[src/rtl/hog_pkg.sv]
// Shared constants and types for the HOG cell-histogram stage.
package hog_pkg;

    // Default geometry of one HOG cell and its histogram.
    localparam int HOG_CODE_W  = 4;
    localparam int HOG_MAG_W   = 12;
    localparam int HOG_CNT_W   = 6;
    localparam int HOG_MAX_CNT = 64;
    localparam int HOG_NBINS   = 9;

    // Accumulator is wide enough that a full cell of full-scale magnitudes never wraps.
    localparam int HOG_BIN_W   = HOG_MAG_W + HOG_CNT_W;

    // Controller states: gather pixels, then stream the finished histogram out.
    typedef enum logic [0:0] {
        ACCUM = 1'b0,
        DRAIN = 1'b1
    } state_e;

endpackage

[src/rtl/hist_bin_bank.sv]
// NBINS x BIN_W accumulator register file with one indexed add port,
// one combinational read port and a synchronous clear-all.
module hist_bin_bank #(
    parameter int NBINS = 9,
    parameter int BIN_W = 18,
    parameter int IDX_W = 4
) (
    input  logic             clk,
    input  logic             rst,
    input  logic             clr,
    input  logic             add_en,
    input  logic [IDX_W-1:0] add_idx,
    input  logic [BIN_W-1:0] addend,
    input  logic [IDX_W-1:0] ridx,
    output logic [BIN_W-1:0] rdata
);

    logic [BIN_W-1:0] bins_r [NBINS];
    logic [BIN_W-1:0] rdata_s;

    // Per-bin accumulate; reset and clear both zero every bin, reset wins.
    always_ff @(posedge clk) begin
        for (int b = 0; b < NBINS; b++) begin
            if (rst) begin
                bins_r[b] <= '0;
            end else if (clr) begin
                bins_r[b] <= '0;
            end else if (add_en && (add_idx == IDX_W'(b))) begin
                bins_r[b] <= bins_r[b] + addend;
            end else begin
                bins_r[b] <= bins_r[b];
            end
        end
    end

    // Read mux; an index outside the bank reads as zero.
    always_comb begin
        rdata_s = '0;
        for (int b = 0; b < NBINS; b++) begin
            if (ridx == IDX_W'(b)) begin
                rdata_s = bins_r[b];
            end else begin
                rdata_s = rdata_s;
            end
        end
    end

    assign rdata = rdata_s;

endmodule

[src/rtl/cell_hist_ctrl.sv]
// Cell histogram controller: accumulates a 9-bin orientation histogram over
// one cell of pixels, then stalls the input and drains the bins serially.
module cell_hist_ctrl
    import hog_pkg::*;
#(
    parameter int CODE_W  = HOG_CODE_W,
    parameter int MAG_W   = HOG_MAG_W,
    parameter int CNT_W   = HOG_CNT_W,
    parameter int MAX_CNT = HOG_MAX_CNT,
    parameter int NBINS   = HOG_NBINS,
    parameter int BIN_W   = HOG_BIN_W
) (
    input  logic              clk,
    input  logic              rst,
    input  logic              i_valid,
    output logic              i_ready,
    input  logic [CODE_W-1:0] i_code,
    input  logic [MAG_W-1:0]  i_mag,
    output logic              o_valid,
    input  logic              o_ready,
    output logic [CODE_W-1:0] o_bin_idx,
    output logic [BIN_W-1:0]  o_bin_val,
    output logic              o_last,
    output logic [CNT_W-1:0]  cnt,
    output logic              err_code
);

    // Geometry sanity: accumulator must hold a full cell at full scale,
    // the counter must reach MAX_CNT-1 and the code must address every bin.
    if (BIN_W < MAG_W + CNT_W) begin : g_bin_w_check
        $error("cell_hist_ctrl: BIN_W too narrow for MAG_W+CNT_W");
    end
    if (MAX_CNT > (2 ** CNT_W)) begin : g_cnt_w_check
        $error("cell_hist_ctrl: CNT_W too narrow for MAX_CNT");
    end
    if (NBINS > (2 ** CODE_W)) begin : g_code_w_check
        $error("cell_hist_ctrl: CODE_W too narrow for NBINS");
    end

    localparam logic [CNT_W-1:0]  LAST_PIX = CNT_W'(MAX_CNT - 1);
    localparam logic [CODE_W-1:0] LAST_BIN = CODE_W'(NBINS - 1);
    localparam logic [CODE_W-1:0] NBINS_C  = CODE_W'(NBINS);

    state_e              state_r;
    logic [CNT_W-1:0]    cnt_r;
    logic [CODE_W-1:0]   idx_r;
    logic                err_r;

    logic                accum_s;
    logic                drain_s;
    logic                accept_s;
    logic                code_ok_s;
    logic                add_en_s;
    logic [BIN_W-1:0]    addend_s;
    logic                last_pix_s;
    logic                last_beat_s;
    logic                beat_s;
    logic                clr_s;
    logic [BIN_W-1:0]    rdata_s;
    logic [BIN_W-1:0]    bin_val_s;

    // Handshake and event decode; ready/valid depend on registered state only.
    always_comb begin
        accum_s     = (state_r == ACCUM);
        drain_s     = (state_r == DRAIN);
        accept_s    = i_valid && accum_s;
        code_ok_s   = (i_code < NBINS_C);
        add_en_s    = accept_s && code_ok_s;
        addend_s    = {{(BIN_W - MAG_W){1'b0}}, i_mag};
        last_pix_s  = (cnt_r == LAST_PIX);
        last_beat_s = (idx_r == LAST_BIN);
        beat_s      = drain_s && o_ready;
        clr_s       = beat_s && last_beat_s;
    end

    // Controller FSM, pixel counter, drain index and sticky error flag.
    always_ff @(posedge clk) begin
        if (rst) begin
            state_r <= ACCUM;
            cnt_r   <= '0;
            idx_r   <= '0;
            err_r   <= 1'b0;
        end else begin
            case (state_r)
                ACCUM: begin
                    if (accept_s) begin
                        err_r <= err_r | ~code_ok_s;
                        if (last_pix_s) begin
                            cnt_r   <= '0;
                            idx_r   <= '0;
                            state_r <= DRAIN;
                        end else begin
                            cnt_r   <= cnt_r + CNT_W'(1);
                        end
                    end else begin
                        cnt_r <= cnt_r;
                    end
                end
                DRAIN: begin
                    if (beat_s) begin
                        if (last_beat_s) begin
                            idx_r   <= '0;
                            state_r <= ACCUM;
                        end else begin
                            idx_r   <= idx_r + CODE_W'(1);
                        end
                    end else begin
                        idx_r <= idx_r;
                    end
                end
                default: begin
                    state_r <= ACCUM;
                    cnt_r   <= '0;
                    idx_r   <= '0;
                end
            endcase
        end
    end

    hist_bin_bank #(
        .NBINS (NBINS),
        .BIN_W (BIN_W),
        .IDX_W (CODE_W)
    ) u_bank (
        .clk     (clk),
        .rst     (rst),
        .clr     (clr_s),
        .add_en  (add_en_s),
        .add_idx (i_code),
        .addend  (addend_s),
        .ridx    (idx_r),
        .rdata   (rdata_s)
    );

    // Bin value is only presented while draining so the bus idles at zero.
    always_comb begin
        if (drain_s) begin
            bin_val_s = rdata_s;
        end else begin
            bin_val_s = '0;
        end
    end

    assign i_ready   = accum_s;
    assign o_valid   = drain_s;
    assign o_bin_idx = idx_r;
    assign o_bin_val = bin_val_s;
    assign o_last    = drain_s && last_beat_s;
    assign cnt       = cnt_r;
    assign err_code  = err_r;

endmodule

[config.mk]
export PLATFORM = sky130hd
export DESIGN_NAME = cell_hist_ctrl
export DESIGN_NICKNAME = d
export VERILOG_FILES = /design/src/rtl/hog_pkg.sv /design/src/rtl/hist_bin_bank.sv /design/src/rtl/cell_hist_ctrl.sv
export SDC_FILE = /design/constraint.sdc
export NUM_CORES = 1
export LEC_CHECK = 0
export ABC_AREA = 1
export BUFFER_PORTS_ARGS = -buffer_cell sky130_fd_sc_hd__buf_2
export CORE_MARGIN = 1.5
export CORE_UTILIZATION = 50
export DETAILED_ROUTE_END_ITERATION = 7
export PLACE_DENSITY_LB_ADDON = 0.2
export SYNTH_ARGS = -nofsm -noshare
export SYNTH_HDL_FRONTEND = slang
export SYNTH_SLANG_ARGS = --single-unit
[constraint.sdc]
create_clock -name clk -period 2.6 [get_ports clk]
set_clock_uncertainty 0.05 [all_clocks]
set_input_delay 0.39 -clock clk [delete_from_list [all_inputs] [get_ports clk]]
set_output_delay 0.39 -clock clk [all_outputs]
set_load 0.02 [all_outputs]
==> run summary <==
Lkg Pwr = 7.93 nW
Fin crit share = 106%
Worst-path fanout max = 8
Num CTS Buffers = 17
First drt pass iteration count = 6
Worst-path cell chain = inv_4 -> ha_4 -> clkinvlp_4 -> nand4_1 -> nand3_2 -> nand2_2 -> nand3_1 -> nand2_2 -> nand2_1 -> a21oi_2 -> nor2_1 -> buf_2
Die H = 176 um
Starting Density = 50.7%
Complex-gate fraction of the synthesized area = 16.3%
Antenna violations before repair = 0
Slowest CP cell = dfxtp_4
Power per cell area = 437 nW/um^2
CP required = 2.16 ns
Via-per-instance ratio = 5.77
Ys async rst share = 0%
Port buffer count = 51
Area Overhead vs Synth = 15.1%
Worst IR Drop VDD = 0.000431 V
R2r endpoint = u_bank.bins_r[6][17]$_SDFFCE_PN0P_
Post-cts hold buffer count = 0
Synth Net Count = 2,281
Std-Cell Rows = 63
Nets = 2,376
GRT Max-Usage Layer = met2
Crit path kind = flop to primary output
Final setup fails = 18
Syn Inst Count = 2,139
R2R Setup Slk = 0.32 ns
GR Overflow Total = 0
Placed cells = 2,596
Core area = 29,600 um^2
Syn_area_per_cell = 7.01 um^2
Worst setup EP type = primary output
CTS tree = built
Startpoint types = flop
Critical Path End = o_bin_val[15]
Clock buffer depth = 2
Finished Layout Cells = 2,637
CTS sink count = 174
Per-cell routed wire length = 18.1 um
Via total after detailed routing = 15,200
GPL Wtd Cong = 0.970
Mapped cell area = 15,000 um^2
Hold WS = 0.181 ns
Root Buffer = clkbuf_16
DRC violations left = 0
Post-layout min period = 2.76 ns
Simple-gate area share of the yosys netlist = 30.1%
Yosys reg bits = 174
Largest stage delay on the critical path = 0.37 ns
Antenna-violating nets left = 0
Peak Freq = 362 MHz
Power Total = 0.00754 W
Least-Margin Pin Slew = 0.579 ns
DP HPWL = 36,000 um
Max Slew Vio Count = 0
Worst flop-to-flop path startpoint = u_bank.bins_r[6][2]$_SDFFCE_PN0P_
H-tree levels = 4
Met2 Usage GRT = 48.8%
Dominant synthesized flop cell = edfxtp_1
Tot GR Track Use = 31.1%
Met3 usage = 4.72%
Seq/Total Area, Yosys = 34.1%
Post-Route WL = 47,800 um
Pin count of the biggest net entering global routing = 39
Proportion of synthesized area in mux cells = 0%
Met1 Usage GRT = 43.0%
Reg2Reg Depth = 10
Synth warn = 0
RSZ-0062 raised after global routing = yes
Worst setup margin = -0.160 ns
Worst-path clk slew = 0.07 ns
Vias in the first global route = 13,900
Clock network latency to the later pin of the worst-skew pair = 0.46 ns
Failing checks = negative setup slack
Die X-Extent = 176 um
Io pins = 52
Post-synth EDFFs = 162
Post-Synth XOR/XNOR Area = 0.468%
Most common cell on crit path = nand2_2
Worst Hold Class = input pin to flop
Final Hold Vio Count = 0
Initial drt markers = 1,769
Post-Synth Adder-Cell Area = 10.6%
Outcome = finished, violations left
Die area = 31,000 um^2
Antenna cells = 0
Maxcap violations = 0
Main combinational cell family by area after synthesis = simple AND/OR/NAND/NOR gates
Slew margin rel. = 61.0%
CP startpoint = o_bin_idx[1]$_SDFFE_PP0P_
Post-synthesis cell type count = 40
Critical path arrival = 2.32 ns
First-pass GRT wire length = 74,700 um
Layout cells sized above 1 = 12.5%
## layer usage
| layer | routed length [um] | part of all wire [%] | up-vias |
|---|---|---|---|
| li1 | - | - | 7448 |
| met1 | 21200 | 44 | 7049 |
| met2 | 21200 | 44 | 620 |
| met3 | 3540 | 7.4 | 103 |
| met4 | 1880 | 3.9 | 0 |
| met5 | 0 | 0 | - |
## state kept, by name, summed over array words and instances, names as in the netlist
signal         count
o_valid            1
u_bank.bins_r    162
err_code           1
cnt                6
o_bin_idx          4
## cell usage in the layout (no fill, tap or decap), types with 19 or more instances in the layout
cell type,n
a21oi_1,242
nor3_1,34
nor2_1,210
buf_2,35
o21ai_0,96
inv_1,276
ha_1,110
nand2_2,27
nand3_1,173
buf_4,61
or2_2,32
edfxtp_1,162
nand3_2,19
nand4_1,39
nand2_1,497
## logic make-up after synthesis
logic type                 after synthesis
buffers and inverters                  325
xor gates and xnor gates                 8
AOI/OAI and AO/OA                      450
adders and majority gates              122
DFF                                    174
and+or+nand+nor                       1060
## cell type report
cell class | instances | area (um^2)
well taps | 390 | 488
flip-flops and latches | 174 | 5110
multi-input cells | 1640 | 8980
repair buffers | 115 | 967
inverters | 285 | 1090
clock inverters | 13 | 169
fillers | 2766 | 12300
clock buffers | 19 | 433
repair inverters | 1 | 7.51
## how the worst min path moves through the flow
| stage | start | endpoint | cells after the start |
|---|---|---|---|
| floorplan | i_code[3] | err_code$_SDFFE_PP0P_ | 2 |
| global placement | err_code$_SDFFE_PP0P_ | err_code$_SDFFE_PP0P_ | 2 |
| detailed placement | err_code$_SDFFE_PP0P_ | err_code$_SDFFE_PP0P_ | 2 |
| CTS | i_code[3] | err_code$_SDFFE_PP0P_ | 3 |
| global route | i_code[3] | err_code$_SDFFE_PP0P_ | 3 |
| finish | i_code[3] | err_code$_SDFFE_PP0P_ | 3 |
## through the flow
step           setup slack (ns)  instance area [um^2]  setup TNS (ns)  util, %
2_1_floorplan           -0.0625                 15000          -10.13        -
3_3_place_gp            -0.0137                 16000         -0.0157     54.2
3_5_place_dp            -0.0544                 16000         -0.0795     54.2
4_1_cts                  -0.125                 17000           -1.59     57.5
5_1_grt                  -0.229                 17200           -3.22     58.3
6_report                 -0.160                 17200           -1.97     58.3
## power breakdown
part           leakage (nW)  internal (W)  switching [W]
clock network         0.298       0.00160        0.00120
logic                  5.85      0.000490       0.000975
registers              1.78       0.00316       0.000115
total                  7.93       0.00525        0.00229
## Yosys cell counts, types with 17 or more instances
cell        n  area share [%]
inv_1     280             7.0
o21ai_0   111             3.7
o21a_1     17            0.85
nor3_1     35             1.2
or2_2      32             1.3
nand2_1   526              13
ha_1      113             9.4
buf_2      20            0.67
nand3_1   193             6.4
nor2_1    218             5.5
a21oi_1   257             8.6
edfxtp_1  162              32
nand4_1    39             1.6
## timing repair
item                                    CTS  global route
pin swaps                                13            32
cloned                                    3             1
buffers inserted                          4             1
endpoints found under the setup margin   18            18
gates resized for setup                  86            65
## critical path, delay by kind of cell (launching register included)
kind	cells	cell delay, ns
compound gates	1	0.14
fa+ha+maj	1	0.21
buf+inv	3	0.44
flops	1	0.37
simple gates	7	0.69
Power figures use the tool's default switching activity.
